$ cat config.mk
export PLATFORM = sky130hd
export DESIGN_NAME = picomem_arbiter_2_1
export DESIGN_NICKNAME = d
export VERILOG_FILES = /design/src/rtl/picomem_arbiter_2_1.sv
export SDC_FILE = /design/constraint.sdc
export NUM_CORES = 1
export LEC_CHECK = 0
export ABC_CLOCK_PERIOD_IN_PS = 4400
export CORE_AREA = 2 2 121 123
export CTS_CLUSTER_DIAMETER = 30
export DETAILED_ROUTE_END_ITERATION = 8
export DIE_AREA = 0 0 123 125
export SLEW_MARGIN = 20
export SYNTH_ARGS = -nofsm -noshare
export SYNTH_HDL_FRONTEND = slang
export SYNTH_SLANG_ARGS = --single-unit
$ cat constraint.sdc
create_clock -name clk -period 4.4 [get_ports clk]
set_clock_uncertainty 0.05 [all_clocks]
set_input_delay 1.1 -clock clk [delete_from_list [all_inputs] [get_ports clk]]
set_output_delay 1.1 -clock clk [all_outputs]
set_load 0.05 [all_outputs]
$ cat src/rtl/picomem_arbiter_2_1.sv
// rtl/picomem_arbiter_2_1.sv - two-master PicoMem arbiter with per-transaction grant and watchdog
`timescale 1ns/1ps
module picomem_arbiter_2_1 #(
   parameter int          ROUND_ROBIN    = 1,
   parameter int          TIMEOUT_CYCLES = 1024,
   parameter logic [31:0] ERR_RDATA      = 32'hDEADBEEF
) (
   input  logic        clk,
   input  logic        reset,
   input  logic        m0_valid,
   input  logic [31:0] m0_addr,
   input  logic [31:0] m0_wdata,
   input  logic [3:0]  m0_wstrb,
   output logic        m0_ready,
   output logic [31:0] m0_rdata,
   input  logic        m1_valid,
   input  logic [31:0] m1_addr,
   input  logic [31:0] m1_wdata,
   input  logic [3:0]  m1_wstrb,
   output logic        m1_ready,
   output logic [31:0] m1_rdata,
   output logic        s_valid,
   output logic [31:0] s_addr,
   output logic [31:0] s_wdata,
   output logic [3:0]  s_wstrb,
   input  logic        s_ready,
   input  logic [31:0] s_rdata,
   output logic [1:0]  grant,
   output logic        timeout_err
);

   // Counter only ever has to hold 0 .. TIMEOUT_CYCLES-1; it simply wraps when the watchdog is off.
   localparam int CW = (TIMEOUT_CYCLES > 1) ? $clog2(TIMEOUT_CYCLES) : 1;

   typedef enum logic [1:0] {
      ST_IDLE = 2'd0,
      ST_BUSY = 2'd1,
      ST_DONE = 2'd2
   } state_t;

   state_t          state_q, state_d;
   logic [1:0]      grant_q, grant_d;
   logic            ptr_q, ptr_d;      // 0 = m0 has priority on a tie, 1 = m1
   logic [CW-1:0]   cnt_q, cnt_d;
   logic            owner_valid;
   logic            expire;
   logic            complete;
   logic            pick_m1;
   logic [31:0]     owner_rdata;

   assign grant = grant_q;

   // State, grant, priority pointer and watchdog counter registers.
   always_ff @(posedge clk) begin
      if (reset) begin
         state_q <= ST_IDLE;
         grant_q <= 2'b00;
         ptr_q   <= 1'b0;
         cnt_q   <= '0;
      end else begin
         state_q <= state_d;
         grant_q <= grant_d;
         ptr_q   <= ptr_d;
         cnt_q   <= cnt_d;
      end
   end

   // Arbitration, request forwarding, completion routing and watchdog expiry.
   always_comb begin
      state_d     = state_q;
      grant_d     = grant_q;
      ptr_d       = ptr_q;
      cnt_d       = cnt_q;
      s_valid     = 1'b0;
      m0_ready    = 1'b0;
      m1_ready    = 1'b0;
      m0_rdata    = 32'h0;
      m1_rdata    = 32'h0;
      timeout_err = 1'b0;
      pick_m1     = 1'b0;
      complete    = 1'b0;
      owner_rdata = 32'h0;

      // Request path follows the registered grant so it is glitch-free within a transaction.
      s_addr      = grant_q[1] ? m1_addr  : m0_addr;
      s_wdata     = grant_q[1] ? m1_wdata : m0_wdata;
      s_wstrb     = grant_q[1] ? m1_wstrb : m0_wstrb;
      owner_valid = grant_q[1] ? m1_valid : m0_valid;

      // A slave ready on the expiry cycle takes precedence, so expiry requires s_ready low.
      expire = (TIMEOUT_CYCLES != 0) && (cnt_q == CW'(TIMEOUT_CYCLES - 1)) && !s_ready;

      case (state_q)
         ST_IDLE: begin
            cnt_d = '0;
            if (m0_valid || m1_valid) begin
               if (m0_valid && m1_valid)
                  pick_m1 = (ROUND_ROBIN != 0) ? ptr_q : 1'b0;
               else
                  pick_m1 = m1_valid;
               grant_d = pick_m1 ? 2'b10 : 2'b01;
               state_d = ST_BUSY;
            end
         end

         ST_BUSY: begin
            if (!owner_valid) begin
               // Master withdrew its request: release without completing and keep priority.
               state_d = ST_IDLE;
               grant_d = 2'b00;
               cnt_d   = '0;
            end else begin
               s_valid     = !expire;
               complete    = s_ready || expire;
               owner_rdata = expire ? ERR_RDATA : s_rdata;
               timeout_err = expire;
               if (grant_q[1]) begin
                  m1_ready = complete;
                  m1_rdata = owner_rdata;
               end else begin
                  m0_ready = complete;
                  m0_rdata = owner_rdata;
               end
               if (complete) begin
                  state_d = ST_DONE;
                  grant_d = 2'b00;
                  ptr_d   = grant_q[0];   // priority passes to the master that did not own
               end else begin
                  cnt_d = cnt_q + CW'(1);
               end
            end
         end

         ST_DONE: begin
            // Dead cycle lets the finished master drop valid before it can be re-arbitrated.
            state_d = ST_IDLE;
            grant_d = 2'b00;
            cnt_d   = '0;
         end

         default: begin
            state_d = ST_IDLE;
            grant_d = 2'b00;
            cnt_d   = '0;
         end
      endcase
   end

endmodule

After elaboration in Yosys (flattened, before gate mapping)
Index checks and enable logic that the tools add are counted.
{ "totals": {"mem_count": 0, "ram_bits": 0, "reg_bits": 15, "romBits": 0, "inputBits": 173, "latchBits": 0, "elab_cells": 54, "output_inout_bits": 138} }
{ "classes": {"n_eq_ne": 4, "addsub": 1, "shifts": 0, "bitwise_logic": 2, "multipliers": 0, "n_div": 0, "n_lt_le_gt_ge": 0, "n_reduce_logical": 10, "n_mux": 33} }
{ "op_table": {"columns": ["op", "n"], "rows": [
  ["32-bit two-way mux", 9],
  ["1-bit two-way mux", 14],
  ["2-bit two-way mux", 7],
  ["10-bit by 1-bit adder with 10-bit output, second input constant", 1],
  ["10-bit equality test, second input constant", 1],
  ["2-bit case mux with 2 select lines", 2],
  ["4-bit two-way mux", 1],
  ["3-bit inequality test, second input constant", 1],
  ["3-bit AND reduction", 1],
  ["3-bit OR reduction", 1],
  ["2-bit by 1-bit equality test with 1-bit output, second input constant", 1],
  ["1-bit logical AND", 2],
  ["1-bit logical NOT", 2],
  ["2-bit logical NOT", 1],
  ["1-bit logical OR", 2],
  ["2-bit inequality test, second input constant", 1],
  ["1-bit inverter", 2],
  ["2-bit AND reduction", 1]
]} }

Depth between registers and ports, before layout
{ "logic_depth": {"depth_word": 7, "ltp_mapped": 6} }

Worst setup path after synthesis
Ideal clock, no wire load.
{ "synth_path": {"path_type": "in2out", "startpoint": "input s_ready", "endpoint": "output m0_rdata[10]", "stages": 4, "t_arrival_ns": 2.408, "slack_ns": 0.842, "path_buffers": 1, "cell_sequence": "nor4_4 > buf_6 > nor2_1 > nor2_1"} }
{ "synth_between": {"elab_chain_cells": 6} }
{ "synth_lines": {"columns": ["item", "line", "text"], "rows": [
  ["start, declared", "26", "input logic s_ready,"],
  ["1-bit logical NOT", "91", "expire = (TIMEOUT_CYCLES != 0) && (cnt_q == CW'(TIMEOUT_CYCLES - 1)) && !s_ready;"],
  ["1-bit logical AND", "91", null],
  ["32-bit two-way mux", "115", "owner_rdata = expire ? ERR_RDATA : s_rdata;"],
  ["32-bit two-way mux", "117", "if (grant_q[1]) begin"],
  ["32-bit two-way mux", "107", "if (!owner_valid) begin"],
  ["32-bit two-way mux", "93", "case (state_q)"],
  ["end, declared", "15", "output logic [31:0] m0_rdata,"]
]} }
No other way between the ends.

Worst setup path in the final report
{ "layout_path": {"startpoint": "input s_ready", "endpoint": "output m1_rdata[29]"} }
{ "layout_between": {"elab_chain_cells": 6} }
{ "layout_lines": {"columns": ["item", "line", "text"], "rows": [
  ["1-bit logical NOT", "91", null],
  ["1-bit logical AND", "91", null],
  ["32-bit two-way mux", "115", null],
  ["32-bit two-way mux", "117", null],
  ["32-bit two-way mux", "107", null],
  ["32-bit two-way mux", "93", null],
  ["end, declared", "21", "output logic [31:0] m1_rdata,"]
]} }
No other way between the ends.

==> results.toml <==
[clocking]
clk_pin_slew_ps = 50
cts_tree = "yes"
post_cts_buffers = 0
clock_sinks = 15
htreeDepth = 1
cts_resized = 0
clk_latency_ps = 250
cts_buffers = 3
root_buffer = "clkbuf_16"
cts_buffer_depth = 2
cts_hold_buffers = 0

[yosys]
ys_seq_area_share_pct = 14.8
synth_top_area_share_pct = 37.8
synthTopCellsByCount = "84 x nor2_1, 68 x mux2_2, 19 x and3_1"
synth_ff_type = "dfxtp_1"
yosys_warnings = 0
ys_ff_latch = 15
synth_simple_gate_area_share_pct = 31.3
syn_area_um2 = 2030
async_flop_share_pct = 0
synth_area_leaders = "mux2_2 38%, nor2_1 16%, dfxtp_1 15%, and3_1 5.9%, a21oi_1 1.7%"
synth_compound_area_share_pct = 7.96
syn_avg_cell_area_um2 = 7.62
synth_cell_type_count = 37
synth.most_common_cell = "nor2_1"
synth-xor-area-share_pct = 1.73
synth_top_family_by_area = "multiplexers"
synth-edff-count = 0
syn_nets = 440
synthMuxAreaShare_pct = 38.8
syn_inst = 266
synthAdderAreaFrac_pct = 0.617
synth_top_area_cell = "mux2_2"

[layout]
multi_input_area_um2 = 1630
fillers = 1372
seq_area_um2 = 304
stdcell_count = 754
final_area_um2 = 6060
syn_to_final_growth_pct = 199
fin_nets = 744
utilization_pct = 42.7
layout-drive-gt1-share_pct = 27.6

[worst_setup_path]
reg2reg_depth = 5
max_stage_delay_ps = 510
critPathCaptureType = "primary output"
critPathKind = "in2out"
crit_path_top_delay_cell = "clkdlybuf4s50_1"
start_kind = "primary input"
path_max_fanout = 17
critPathRequiredTime_ps = 3250
cp_cell_sequence = "clkdlybuf4s50_1, and4b_1, nand2_1, and3_1, buf_12"
crit_arrival_ps = 2890

[grt]
grt_pass1_vias = 3170
grt_pass1_wl_um = 19200
grt-ovfl-total = 0
grt.total_usage_pct = 16.6
antenna_found_initial = 1
grt_max_degree = 34

[place]
place_area_um2 = 5980
dpl_worst_slack_ps = 338
hpwlAfterDp_um = 11800
dp_cells = 749
io_buffer_count = 310
gp_congestion = 0.917

[route]
drtPass1Iterations = 4
wl_um = 14000
drtIter0Drc = 99
vias = 3138
drtAntennaViolNets = 0
viasPerCell = 4.16
drc = 0
routedWlPerCell_um = 18.5

[hold_path]
hp-class = "reg2reg"
hold_depth = 2

[sta]
rsz0062_at_grt = "false"
holdWs_ps = 428
hold_viol_final = 0
fin_crit_ps = 4040
final_max_slew_viol_count = 0
finalSetupTns_ps = 0
fin_ws_ps = 362
finalCritPeriodShare_pct = 91.8
worst_pin_slew_ps = 594
setup_viol = 0
max_clock_freq_ghz = 0.248
relSlewSlack_pct = 60.3

[power]
p_leak_nw = 2.32
peakVddDrop_mv = 0.188
power_density_nw_per_um2 = 166
p_total_mw = 1.00

[floorplanning]
io_pins = 311
initial_core_util_pct = 14.3
fp.dieW_um = 123
die_height_um = 125
core_um2 = 14200
row_count = 44
die_area_um2 = 15400

[run_status]
outcome = "completed"

[job]
cap_violations = 0
[worst max-delay path, delay by kind of cell]
kind / cells / cell delay, ps
and+or+nand+nor: 3 / 1110
buffers and inverters: 2 / 670
[layout make-up]
type | instances | area share (%)
inverters | 4 | 0.248
clock buffers | 4 | 1.30
multi-input cells | 230 | 26.9
well taps | 184 | 3.80
repair buffers | 316 | 62.7
flip-flops and latches | 15 | 5.01
diodes | 1 | 0.0413
[state kept, by name (all words and copies together), names as in the netlist]
name / cells
grant: 2
state_q: 2
ptr_q: 1
cnt_q: 10
[logic make-up (layout without fill, tap and decap cells)]
family | count (synthesis) | count (layout)
buf+inv | 21 | 324
compound gates | 23 | 23
mux | 70 | 70
xor+xnor | 4 | 4
simple gates | 132 | 132
fa+ha+maj | 1 | 1
other cells | 0 | 1
flops | 15 | 15
[worst paths after layout]
check	slack (ps)	from	endpoint
worst max register to register	2600	cnt_q[0]$_SDFFE_PP0P_	grant[0]$_SDFFE_PP0P_
worst min-delay path	430	ptr_q$_SDFFE_PP0P_	ptr_q$_SDFFE_PP0P_
worst min register to register	430	ptr_q$_SDFFE_PP0P_	ptr_q$_SDFFE_PP0P_
worst max-delay path	360	s_ready	m1_rdata[29]
[cells in the final DEF (no fill, tap or decap), types with 2 or more instances in the layout]
cell type / instances
inv_1: 4
clkbuf_16: 3
buf_12: 67
xor2_1: 3
a21oi_1: 7
nand2_1: 5
nor3_1: 2
mux2_2: 68
mux2i_1: 2
nand2b_1: 4
dfxtp_1: 14
o31ai_1: 2
or4_1: 2
and3_1: 19
o21ai_0: 5
clkdlybuf4s50_1: 237
o2111ai_1: 2
nand3_1: 5
nor2_1: 84
buf_4: 12
or3_1: 4
[metal layers]
metal	up-vias	wire, um	global-route usage, %
met5	-	0	0
met4	0	314	3.68
met3	17	1620	6.43
met2	148	6610	28.3
met1	1433	5440	19.5
li1	1540	-	-
[where the power goes]
part	total (mW)	switching, mW	internal (mW)
Clock	0.178	0.0556	0.123
Sequential	0.148	0.00867	0.139
Combinational	0.678	0.355	0.323
Note: power is estimated with default switching activity, not from simulation.
